### config.mk
export PLATFORM = sky130hd
export DESIGN_NAME = uart_rx
export DESIGN_NICKNAME = d
export VERILOG_FILES = /design/src/rtl/uart_pkg.sv /design/src/rtl/sync_2ff.sv /design/src/rtl/uart_rx.sv
export SDC_FILE = /design/constraint.sdc
export NUM_CORES = 1
export LEC_CHECK = 0
export ABC_AREA = 1
export BUFFER_PORTS_ARGS = -buffer_cell sky130_fd_sc_hd__clkbuf_2
export CORE_UTILIZATION = 40
export DETAILED_ROUTE_END_ITERATION = 7
export SLEW_MARGIN = 30
export SYNTH_ARGS = -nofsm -noshare
export SYNTH_HDL_FRONTEND = slang
export SYNTH_SLANG_ARGS = --single-unit
### constraint.sdc
create_clock -name clk -period 1.2 [get_ports clk]
set_input_delay 0.24 -clock clk [delete_from_list [all_inputs] [get_ports clk]]
set_output_delay 0.24 -clock clk [all_outputs]
set_load 0.03 [all_outputs]
### src/rtl/uart_pkg.sv
// Shared UART definitions: frame geometry and receiver state encoding,
// common to the receiver, the baud generator and the future transmitter.
package uart_pkg;

  localparam int UART_DATA_BITS  = 8;
  localparam int UART_OVERSAMPLE = 16;

  typedef enum logic [2:0] {
    IDLE,
    START,
    DATA,
    STOP,
    BREAK
  } uart_rx_state_t;

endpackage

### src/rtl/sync_2ff.sv
// Two-flop synchronizer for a single asynchronous input. Both flops reset to
// RESET_VAL so the output is a known level straight out of reset.
module sync_2ff #(
  parameter logic RESET_VAL = 1'b1
) (
  input  logic clk,
  input  logic reset_n,
  input  logic d,
  output logic q
);

  logic r_meta;
  logic r_sync;

  // NOTE: sequential state uses non-blocking assignments so that r_sync picks
  // up the old r_meta, giving a true two-stage pipeline.
  always_ff @(posedge clk) begin
    if (!reset_n) begin
      r_meta <= RESET_VAL;
      r_sync <= RESET_VAL;
    end else begin
      r_meta <= d;
      r_sync <= r_meta;
    end
  end

  assign q = r_sync;

endmodule

### src/rtl/uart_rx.sv
// 8N1 UART receiver: start-bit qualification, mid-bit data sampling and
// stop-bit check, all paced by the oversample tick from the baud generator.
module uart_rx
  import uart_pkg::*;
#(
  parameter int DATA_BITS  = UART_DATA_BITS,
  parameter int OVERSAMPLE = UART_OVERSAMPLE
) (
  input  logic                 clk,
  input  logic                 reset_n,
  input  logic                 tick,
  input  logic                 rx,
  output logic [DATA_BITS-1:0] rx_data,
  output logic                 rx_valid,
  output logic                 frame_err,
  output logic                 busy
);

  localparam int SW = $clog2(OVERSAMPLE);
  localparam int BW = (DATA_BITS > 1) ? $clog2(DATA_BITS) : 1;

  localparam logic [SW-1:0] S_MID  = SW'(OVERSAMPLE / 2 - 1);
  localparam logic [SW-1:0] S_LAST = SW'(OVERSAMPLE - 1);
  localparam logic [BW-1:0] B_LAST = BW'(DATA_BITS - 1);

  uart_rx_state_t       r_state;
  logic [SW-1:0]        r_s_cnt;
  logic [BW-1:0]        r_b_cnt;
  logic [DATA_BITS-1:0] r_shift;
  logic [DATA_BITS-1:0] r_rx_data;
  logic                 r_rx_valid;
  logic                 r_frame_err;
  logic                 w_rx_s;

  sync_2ff #(.RESET_VAL(1'b1)) u_rx_sync (
    .clk     (clk),
    .reset_n (reset_n),
    .d       (rx),
    .q       (w_rx_s)
  );

  always_ff @(posedge clk) begin
    if (!reset_n) begin
      r_state     <= IDLE;
      r_s_cnt     <= '0;
      r_b_cnt     <= '0;
      r_shift     <= '0;
      r_rx_data   <= '0;
      r_rx_valid  <= 1'b0;
      r_frame_err <= 1'b0;
    end else begin
      // Pulses fall on the clk after they are raised, whether or not tick is high.
      r_rx_valid  <= 1'b0;
      r_frame_err <= 1'b0;
      if (tick) begin
        unique case (r_state)
          IDLE: begin
            if (!w_rx_s) begin
              r_state <= START;
              r_s_cnt <= '0;
            end
          end
          START: begin
            if (r_s_cnt == S_MID) begin
              // A start bit that is high again at its centre was only a glitch.
              r_s_cnt <= '0;
              r_b_cnt <= '0;
              r_state <= w_rx_s ? IDLE : DATA;
            end else begin
              r_s_cnt <= r_s_cnt + 1'b1;
            end
          end
          DATA: begin
            if (r_s_cnt == S_LAST) begin
              r_s_cnt <= '0;
              r_shift <= {w_rx_s, r_shift[DATA_BITS-1:1]};
              if (r_b_cnt == B_LAST) r_state <= STOP;
              else                   r_b_cnt <= r_b_cnt + 1'b1;
            end else begin
              r_s_cnt <= r_s_cnt + 1'b1;
            end
          end
          STOP: begin
            if (r_s_cnt == S_LAST) begin
              r_s_cnt <= '0;
              if (w_rx_s) begin
                r_rx_data  <= r_shift;
                r_rx_valid <= 1'b1;
                r_state    <= IDLE;
              end else begin
                r_frame_err <= 1'b1;
                r_state     <= BREAK;
              end
            end else begin
              r_s_cnt <= r_s_cnt + 1'b1;
            end
          end
          BREAK: begin
            // Wait out a held-low line so it cannot retrigger as a new start.
            if (w_rx_s) r_state <= IDLE;
          end
          default: r_state <= IDLE;
        endcase
      end
    end
  end

  assign rx_data   = r_rx_data;
  assign rx_valid  = r_rx_valid;
  assign frame_err = r_frame_err;
  assign busy      = (r_state != IDLE);

endmodule

# --- Word-level counts from Yosys, hierarchy flattened ---
# Index checks and enable logic that the tools add are counted.
classes:
  add_sub_neg: 2
  n_eq_ne: 14
  n_mux: 19
  n_reduce_logical: 11
ops:
  columns: ["op", "n"]
  rows:
  - ["$mux W3", 10]
  - ["$pmux W3 S5", 1]
  - ["$mux W4", 3]
  - ["$ne A2 B2 Y1 const B", 6]
  - ["$pmux W4 S3", 1]
  - ["$reduce_and A4 Y1", 2]
  - ["$reduce_and A7 Y1", 1]
  - ["$eq A3 B2 Y1 const B", 2]
  - ["$eq A3 B3 Y1 const B", 2]
  - ["$pmux W3 S2", 1]
  - ["$reduce_and A3 Y1", 2]
  - ["$reduce_bool A3 Y1", 2]
  - ["$reduce_and A5 Y1", 1]
  - ["$add A4 B1 Y4 const B", 1]
  - ["$eq A4 B3 Y1 const B", 1]
  - ["$eq A4 B4 Y1 const B", 1]
  - ["$add A3 B1 Y3 const B", 1]
  - ["$eq A3 B1 Y1 const B", 1]
  - ["$logic_not A3 Y1", 1]
  - ["$mux W1", 2]
  - ["$mux W2", 1]
  - ["$ne A2 B1 Y1 const B", 1]
  - ["$reduce_bool A2 Y1", 1]
  - ["$reduce_or A2 Y1", 1]
totals:
  ff_bits: 30
  output_inout_bits: 11
  elab_cells: 55

# --- Depth between registers and ports, before layout ---
# Gate-level depths: netlist of run 1.
depth:
  depth_word: 4
  mapped_depth: 10

# --- Cells and area by module ---
# A second synthesis of run 1 with hierarchy kept.
unflattened:
  cells_unflattened: 184
  hier_area_um2: 1322.5
modules_own_cells:
  columns: ["mod", "instances", "cells_per_inst", "area_each_um2", "seq_area_each_um2"]
  rows:
  - ["uart_rx", 1, 178, 1267.5, 560.5]
  - ["sync_2ff", 1, 6, 55.1, 40.0]

# --- Least setup slack after synthesis of run 1 ---
# OpenSTA, ideal clock, no wires.
synth_timing:
  path_type: "register to register"
  startpoint: "reg r_s_cnt[0]"
  endpoint: "reg r_shift[7]"
  t_arrival_ps: 1250
  required_ps: 1084
  setup_slack_ps: -166
  stages_incl_launch_ff: 9
  path_buffers: 0
  synth_period_minus_slack_ps: 1366
  cell_sequence: "dfxtp_1 ha_1 nand3_1 nor2_2 inv_2 nor2_4 inv_2 nor2_1 nor2_1"
synth_between:
  elab_chain_cells: 2
synth_rtl:
  columns: ["item", "line", "text"]
  rows:
  - ["start: declaration", "uart_rx.sv:27", "logic [SW-1:0] r_s_cnt;"]
  - ["start signal: assignment", "uart_rx.sv:70", "r_s_cnt <= r_s_cnt + 1'b1;"]
  - ["start signal: assignment", "uart_rx.sv:80", "r_s_cnt <= r_s_cnt + 1'b1;"]
  - ["start signal: assignment", "uart_rx.sv:95", "r_s_cnt <= r_s_cnt + 1'b1;"]
  - ["$eq A4 B4 Y1", "uart_rx.sv:74", "if (r_s_cnt == S_LAST) begin"]
  - ["$reduce_and A3 Y1 (no line)", null, null]
  - ["end signal: assignment", "uart_rx.sv:76", "r_shift <= {w_rx_s, r_shift[DATA_BITS-1:1]};"]
  - ["end: declaration", "uart_rx.sv:29", "logic [DATA_BITS-1:0] r_shift;"]
# No other way between the ends.
# A chain may end at the register's enable or synchronous reset.

# --- Final worst setup path of run 1 ---
layout_timing:
  startpoint: "reg r_s_cnt[0]"
  endpoint: "reg r_shift[6]"
# The elaborated chain is that of the path after synthesis.

==> results of run 1 <==
kinds of logic (layout without fill, tap and decap cells):
logic type,count (synthesis),count (layout)
buffers and inverters,21,65
AO/OA/AOI/OAI,27,27
flip-flops,30,30
adder cells (fa/ha/maj),3,3
AND/OR/NAND/NOR,104,104
XOR/XNOR,1,1
synthesized netlist by cell type:
library cell	instances
a21oi_1	3
a21oi_4	1
buf_6	1
clkbuf_1	1
clkbuf_4	1
clkinv_4	1
dfxtp_1	30
ha_1	3
inv_1	10
inv_2	7
nand2_1	23
nand2_2	5
nand2_4	2
nand3_1	4
nand3_2	2
nand4_4	1
nor2_1	56
nor2_2	3
nor2_4	4
nor4_1	1
o21ai_0	13
o21ai_1	8
o21bai_1	2
or2_1	1
or2_2	2
xor2_1	1
layout make-up:
type	instances	share of cell area, %
Multi-Input combinational cell	135	43.1
Timing Repair Buffer	39	14.8
Clock buffer	6	2.65
Sequential cell	30	31.7
Tap cell	46	2.97
Inverter	18	4.13
Clock inverter	2	0.646
routing by layer:
layer | track usage (%) | vias up | share of wire (%)
li1 | - | 672 | -
met2 | 31.8 | 21 | 49
met1 | 20.7 | 576 | 45
met3 | 5.04 | 9 | 3.1
met4 | 9.74 | 0 | 2.6
met5 | 0 | - | 0
power breakdown:
| part | leakage, nW | total (W) | switching [W] | internal (W) |
|---|---|---|---|---|
| logic | 0.582 | 0.00210 | 0.00117 | 0.000933 |
| registers | 0.247 | 0.00130 | 0.000138 | 0.00116 |
| clock network | 0.0343 | 0.000663 | 0.000382 | 0.000281 |
| total | 0.862 | 0.00406 | 0.00169 | 0.00237 |
critical path: stages (launching register included):
cell and delay, ns:
dfxtp_2 0.37, ha_4 0.16, nand3_4 0.11, nor2_4 0.14
inv_2 0.06, nor2_4 0.16, buf_6 0.14, o21ai_2 0.05
nor2_1 0.11
timing repair:
action                     CTS  global route
setup endpoints to repair   26            29
pin swaps                   15             5
buffers inserted             5             1
hold endpoints to repair     0             0
hold buffers                 0             0
gates resized for setup     36             6
cloned                       0             0
state kept, by name, summed over array words and instances (netlist names):
name and count:
frame_err 1, r_state 3, r_s_cnt 4, rx_data 8, rx_valid 1, r_shift 8
r_b_cnt 3, u_rx_sync.q 1, u_rx_sync.r_meta 1
through the flow:
stage          utilization, %  total power, W
2_1_floorplan               -         0.00250
3_3_place_gp             51.2         0.00292
3_5_place_dp             51.2         0.00296
4_1_cts                  57.2         0.00398
5_1_grt                  58.0         0.00436
6_report                 58.0         0.00406
path summary, 6_finish.rpt:
path | start | endpoint | slack, ns | depth (start not counted)
worst max register to register | r_s_cnt[0] | r_shift[6] | -0.15 | 8
worst max-delay path | r_s_cnt[0] | r_shift[6] | -0.15 | 8
worst min register to register | u_rx_sync.r_meta | u_rx_sync.q | 0.43 | 1
worst min-delay path | rx | u_rx_sync.r_meta | 0.08 | 2
==> flow_summary.ini, run 1 <==
[detailed_routing]
via_per_inst = 4.63
routed_wl_microns = 2910
drtAntennaViolNets = 0
dr.pass1.iters = 4
drc_errors = 0
drt_iter0_markers = 34
detail_route.wl_per_cell_microns = 10.6
vias = 1278

[yosys]
ys_seq_area_share_pct = 43.1
yosys.area_share.simple_pct = 35.9
synthCells = 186
yosysUniqueCellTypes = 26
synth.avg_cell_area_sq_um = 7.49
synth_xor_area_share_pct = 0.628
synth-adder-area-share_pct = 2.69
synth_top_family_by_area = simple AND/OR/NAND/NOR gates
synth_fp_nets = 193
yosys.area.top_type_share_pct = 43.1
netlist_area_sq_um = 1390
synth_area_leader_cell = dfxtp_1
synth_compound_area_share_pct = 10.9
ys_seq_elements = 30
ys_warn_count = 0
synthTopCellsByArea = dfxtp_1 43%, nor2_1 15%, nand2_1 6.2%
muxShareOfSynthArea_pct = 0

[power_and_ir_drop]
powerDensity_nw_per_um2 = 2100
peakVddDrop_v = 0.000948
p_leak_nw = 0.862

[placed_design]
gp_congestion = 0.789
post-place-ws_ns = -0.138
dp_cells = 262
io_buffers = 14
place_area_sq_um = 1710
dpl.hpwl_microns = 2060

[critical_path]
critPathLaunchType = flop
worst_setup_path_end_kind = flop
crit_fanout = 4
worst-setup-path-type = reg -> reg
cp.arrival_ns = 1.63
worstPathRequired_ns = 1.48

[run_status]
violations = setup timing
status = complete, but fails checks

[layout]
final_common_cell = nor2_1
multiInputGateArea_sq_um = 835
final_area_sq_um = 1940
num_antenna_cells = 0
final_nets = 236
final_cell_count_no_fill = 276
seqCellArea_sq_um = 614
fillCellCount = 317
layout-drive-gt1-share_pct = 43.0
final_cell_mix = 55 x nor2_1, 23 x dfxtp_1, 20 x buf_4
area_growth_syn_to_layout_pct = 39.0

[sta]
fin_tns_setup_ns = -2.43
max_freq_ghz = 0.739
hold-worst-slack_ns = 0.0809
slew_violations = 0
min_period_over_period_pct = 113
grt_setup_unrepaired = true
fin_crit_ns = 1.35
setup_ws_ns = -0.153
finalClockSkew_ns = 0.00509
worstMarginPinSlew_ns = 0.308
max_slew_margin_pct = 79.4
hold_violations = 0
setup_violations = 24

[run]
maxCapViolCount = 0

[global_route]
antenna_found_initial = 0
grt_max_degree = 26
grt_pass1_vias = 1176
grt_pass1_wl_microns = 4910
grtUsageTotal_pct = 18.5
gr-total-overflow = 0

[floorplan]
num_io_pins = 15
die_area_sq_um = 3720
die_h_microns = 61.0
num_rows = 21
die_w_microns = 61.0
core_area_sq_um = 3340
initial_core_util_pct = 41.8

[clocking]
cts_buffers = 5
cts_sinks = 30
cts_max_path_buffers = 2
cts_tree = built
clockRootBuffer = clkbuf_4
clock_latency_ns = 0.34
cts.clk_slew.worst_paths_ns = 0.10
htreeDepth = 2

[min_path]
hp-class = in -> reg
(Power assumes the default switching activity.)
==> run 2, diff against run 1 <==
ABC_AREA = not set   (was 1)
==> flow_summary.ini, run 2 <==
[run_status]
status = complete, but fails checks
violations = setup timing

[clocking]
clockRootBuffer = clkbuf_4
cts.clk_slew.worst_paths_ns = 0.10
cts_max_path_buffers = 2
htreeDepth = 2
clock_latency_ns = 0.33
cts_tree = built
hold_buffers = 0
cts_sinks = 30
cts_buffers = 5

[power_and_ir_drop]
powerDensity_nw_per_um2 = 1040
peakVddDrop_v = 0.00103
p_leak_nw = 0.783
power.total_w = 0.00218

[critical_path]
crit_fanout = 3
cp.arrival_ns = 1.88
crit_cells = 6
crit_top_cell = ha_4
slowest_delay_ns = 0.39
timing.rr.end = r_b_cnt[1]
timing.rr.start = r_b_cnt[0]
startpoint = r_b_cnt[0]
cp_top_family = simple AND/OR/NAND/NOR gates
worstPathCellList = ha_4, ha_4, and4bb_1, o211ai_2, or3_4, a21boi_2
worst-setup-path-type = reg -> reg
crit_buf_inv = 0
reg2reg_slack_ns = -0.41
cp-endpoint = r_b_cnt[1]
worstPathRequired_ns = 1.47
critPathLaunchType = flop
crit_slowest_cell = or3_4
reg2reg_depth = 6
worst_setup_path_end_kind = flop

[layout]
area_growth_syn_to_layout_pct = 51.4
final_common_cell = buf_4
final_nets = 198
layout-drive-gt1-share_pct = 49.0
utilization_pct = 62.8
final_area_sq_um = 2100
fillCellCount = 282
num_antenna_cells = 0
final_cell_mix = 30 x buf_4, 23 x dfxtp_1, 17 x mux2i_1, 17 x nor2b_1, 13 x clkbuf_2

[global_route]
grt_max_degree = 13
grtUsageTotal_pct = 18.4
gr-total-overflow = 0
grt_pass1_vias = 1100
grt_pass1_wl_microns = 4840
antenna_found_initial = 0

[yosys]
netlist_area_sq_um = 1390
ys.flop_type = dfxtp_1
synth_area_leader_cell = dfxtp_1
yosys.area.top_type_share_pct = 43.4
synthTopCellsByArea = dfxtp_1 43%, mux2i_1 12%, nor2b_1 7.7%
yosysUniqueCellTypes = 39
synth_edf_count = 0
ys_seq_elements = 30
ys_seq_area_share_pct = 43.4
synth.avg_cell_area_sq_um = 9.96
synth_fp_nets = 146
synth_commonest_cells = 30 x dfxtp_1, 17 x mux2i_1, 17 x nor2b_1
synthCells = 139
async_reset_ff_share_pct = 0
ys_warn_count = 0
synth_most_common_cell = dfxtp_1

[detailed_routing]
drtAntennaViolNets = 0
drt_iter0_markers = 29
detail_route.wl_per_cell_microns = 12.7
via_per_inst = 4.99
routed_wl_microns = 3030
drc_errors = 0
vias = 1187
dr.pass1.iters = 4

[run]
maxCapViolCount = 0

[sta]
hold-worst-slack_ns = 0.0817
max_freq_ghz = 0.621
max_slew_margin_pct = 83.8
grt_setup_unrepaired = true
min_period_over_period_pct = 134
worstMarginPinSlew_ns = 0.242
finalClockSkew_ns = 0.00340
fin_crit_ns = 1.61
setup_violations = 28
setup_ws_ns = -0.411
slew_violations = 0
hold_violations = 0

[floorplan]
num_io_pins = 15
initial_core_util_pct = 41.5
core_area_sq_um = 3340
die_w_microns = 60.8
die_area_sq_um = 3700
num_rows = 21
die_h_microns = 60.8

[min_path]
hp-class = in -> reg

[placed_design]
dpl.hpwl_microns = 2100
io_buffers = 14
place_area_sq_um = 1740
gp_congestion = 0.767
==> run 2: cell types whose count changed in the layout (fill, tap and decap cells not counted), moves of 8 or more <==
cell,before,now
nor2b_1,0,17
nand2_1,19,9
buf_4,20,30
o21ai_1,12,1
nand2_4,8,0
mux2i_1,0,17
nor2_1,55,2
==> run 2: cells by family (layout without fill, tap and decap cells) <==
logic type / after synthesis / after routing / synth area share, %
simple gates: 56 / 56 / 24.1
flops: 30 / 30 / 43.4
xor+xnor: 2 / 2 / 1.26
mux: 17 / 17 / 12.3
compound gates: 19 / 19 / 10.6
buf+inv: 12 / 65 / 5.69
fa+ha+maj: 3 / 3 / 2.71
==> run 2: final cells by class <==
| cell class | instances | area (sq um) | area share, % |
|---|---|---|---|
| clock buffer | 6 | 51.3 | 2.45 |
| clock inverter | 2 | 60.1 | 2.86 |
| inverter | 3 | 11.3 | 0.537 |
| multi-input combinational | 97 | 876 | 41.8 |
| sequential | 30 | 614 | 29.3 |
| tap | 46 | 57.6 | 2.74 |
| timing repair buffer | 54 | 427 | 20.3 |
==> run 2: repair_timing <==
| item | CTS | global route |
|---|---|---|
| setup buffers | 5 | 5 |
| gates resized for setup | 21 | 20 |
| endpoints found under the setup margin | 29 | 29 |
| endpoints found under the hold margin | 0 | 0 |
| pin swaps | 9 | 10 |
| cloned | 0 | 0 |
==> run 2: layer usage <==
metal  vias up  wire length (microns)  part of all wire [%]  GRT usage, %
met5         -                      0                     0             0
met4         0                     48                   1.6          9.09
met3         5                     97                   3.2          5.54
met2        16                   1560                    52          33.0
met1       573                   1320                    43          19.5
li1        593                      -                     -             -
==> run 2: worst min-delay path by stage <==
stage | startpoint | slack (ns) | cells after the start | endpoint
after floorplan | rx | 0.34 | 1 | u_rx_sync.r_meta
after global placement | u_rx_sync.r_meta | 0.40 | 1 | u_rx_sync.q
after detailed placement | u_rx_sync.r_meta | 0.40 | 1 | u_rx_sync.q
after CTS | rx | 0.08 | 2 | u_rx_sync.r_meta
after global routing | rx | 0.08 | 2 | u_rx_sync.r_meta
final | rx | 0.08 | 2 | u_rx_sync.r_meta
==> run 2: stage by stage <==
| step | TNS, ns | instances | setup slack, ns |
|---|---|---|---|
| floorplan | -3.22 | 139 | -0.339 |
| global placement | -5.12 | 220 | -0.326 |
| detailed placement | -6.08 | 220 | -0.436 |
| CTS | -5.87 | 233 | -0.464 |
| global route | -7.65 | 238 | -0.508 |
| finish | -5.91 | 238 | -0.411 |
==> run 2: power breakdown <==
group | leakage, nW | switching (W) | total [W] | internal [W]
Clock | 0.0585 | 0.000368 | 0.00107 | 0.000706
Combinational | 0.478 | 0.0000488 | 0.000110 | 0.0000608
Sequential | 0.246 | 0.00000233 | 0.000997 | 0.000995
Total | 0.783 | 0.000419 | 0.00218 | 0.00176
==> run 3, diff against run 2 <==
BUFFER_PORTS_ARGS = -buffer_cell sky130_fd_sc_hd__buf_2   (was -buffer_cell sky130_fd_sc_hd__clkbuf_2)
CORE_MARGIN = 2   (was not set)
clock period = 2 ns   (was 1.2 ns; I/O delays follow)
==> flow_summary.ini, run 3 (same netlist as run 2, synthesis figures left out) <==
[critical_path]
timing.rr.end = r_b_cnt[1]
cp.arrival_ns = 1.42
worst_setup_path_end_kind = output port
slowest_delay_ns = 0.63
worst-setup-path-type = reg -> out
critPathLaunchType = flop
worstPathCellList = nor2_1, nand2_1, buf_2
crit_fanout = 15
worstPathRequired_ns = 1.60
crit_slowest_cell = dfxtp_1
reg2reg_slack_ns = 0.27
timing.rr.start = r_b_cnt[0]
reg2reg_depth = 6

[clocking]
cts_max_path_buffers = 2
clockRootBuffer = clkbuf_4
cts_buffers = 5
hold_buffers = 0
cts_sinks = 30
htreeDepth = 2
postCtsSetupBuffers = 0
cts_resized = 0
cts_tree = built
clock_latency_ns = 0.33
cts.clk_slew.worst_paths_ns = 0.09

[floorplan]
initial_core_util_pct = 41.5
die_area_sq_um = 3950
die_w_microns = 62.8
num_io_pins = 15
die_h_microns = 62.8
core_area_sq_um = 3340
num_rows = 21

[min_path]
hp-class = in -> reg
min_to = u_rx_sync.r_meta
min-delay-start = rx
hold_depth = 2

[layout]
final_nets = 160
area_growth_syn_to_layout_pct = 10.0
fillCellCount = 353
final_cell_mix = 30 x dfxtp_1, 17 x mux2i_1, 17 x nor2b_1
num_antenna_cells = 0
seqCellArea_sq_um = 601
final_common_cell = dfxtp_1
utilization_pct = 45.7
layout-drive-gt1-share_pct = 18.2
multiInputGateArea_sq_um = 706

[sta]
fin_crit_ns = 1.82
setup_violations = 0
finalClockSkew_ns = 0.00294
max_slew_margin_pct = 68.2
hold-worst-slack_ns = 0.244
grt_setup_unrepaired = false
slew_violations = 0
min_period_over_period_pct = 90.9
fin_tns_setup_ns = 0
worstMarginPinSlew_ns = 0.476
max_freq_ghz = 0.550
hold_violations = 0

[detailed_routing]
dr.pass1.iters = 4
vias = 1005
drc_errors = 0
detail_route.wl_per_cell_microns = 11.8
routed_wl_microns = 2370
via_per_inst = 5.03
drt_iter0_markers = 29
drtAntennaViolNets = 0

[global_route]
grt_max_degree = 33
antenna_found_initial = 0
grt_pass1_wl_microns = 4350
grtUsageTotal_pct = 14.4
gr-total-overflow = 0
grt_pass1_vias = 964

[placed_design]
gp_congestion = 0.795
io_buffers = 14
dpl.hpwl_microns = 1590

[power_and_ir_drop]
peakVddDrop_v = 0.000313
p_leak_nw = 0.544
powerDensity_nw_per_um2 = 672
power.total_w = 0.00102

[run_status]
status = completed

[run]
maxCapViolCount = 0
-- run 3: cell type report --
cell class              instances  share of cell area, %
multi-input cells              97                   46.3
clock inverters                 2                  0.821
repair buffers                 16                   5.58
clock buffers                   6                   3.37
well taps                      46                   3.78
inverters                       3                  0.739
flip-flops and latches         30                   39.4
-- run 3: stage by stage --
stage               instances  cell area (sq um)  setup WS, ns
floorplan                 139               1390         0.400
global placement          192               1460         0.346
detailed placement        192               1460         0.274
CTS                       200               1520         0.171
global route              200               1520        0.0431
finish                    200               1520         0.183
-- run 3: power breakdown --
group          internal, W  switching, W  total [W]  leakage, nW
sequential        0.000599    0.00000318   0.000603        0.242
clock             0.000169      0.000218   0.000387       0.0343
combinational    0.0000159     0.0000184  0.0000343        0.268
-- run 3: worst max-delay path, delay by kind of cell, from the launching register on --
kind | cells | cell delay (ns)
flops | 1 | 0.63
simple gates | 2 | 0.27
buf+inv | 1 | 0.19
-- run 3: metal layers --
layer  track usage [%]  vias up  share of wire [%]  wire [microns]
li1                  -      516                  -               -
met3              6.49        6                4.1              98
met2              22.4       15                 47            1100
met4              6.67        0                2.2              53
met1              16.7      468                 47            1110
met5                 0        -                  0               0
-- run 3: worst max-delay path by stage --
stage / startpoint / end / slack, ns / depth (start not counted)
2_1_floorplan: r_b_cnt[0] / r_b_cnt[1] / 0.40 / 6
3_3_place_gp: r_b_cnt[0] / r_b_cnt[1] / 0.35 / 6
3_5_place_dp: r_b_cnt[0] / r_b_cnt[1] / 0.27 / 6
4_1_cts: r_state[1] / busy / 0.17 / 3
5_1_grt: r_state[1] / busy / 0.04 / 3
6_report: r_state[1] / busy / 0.18 / 3
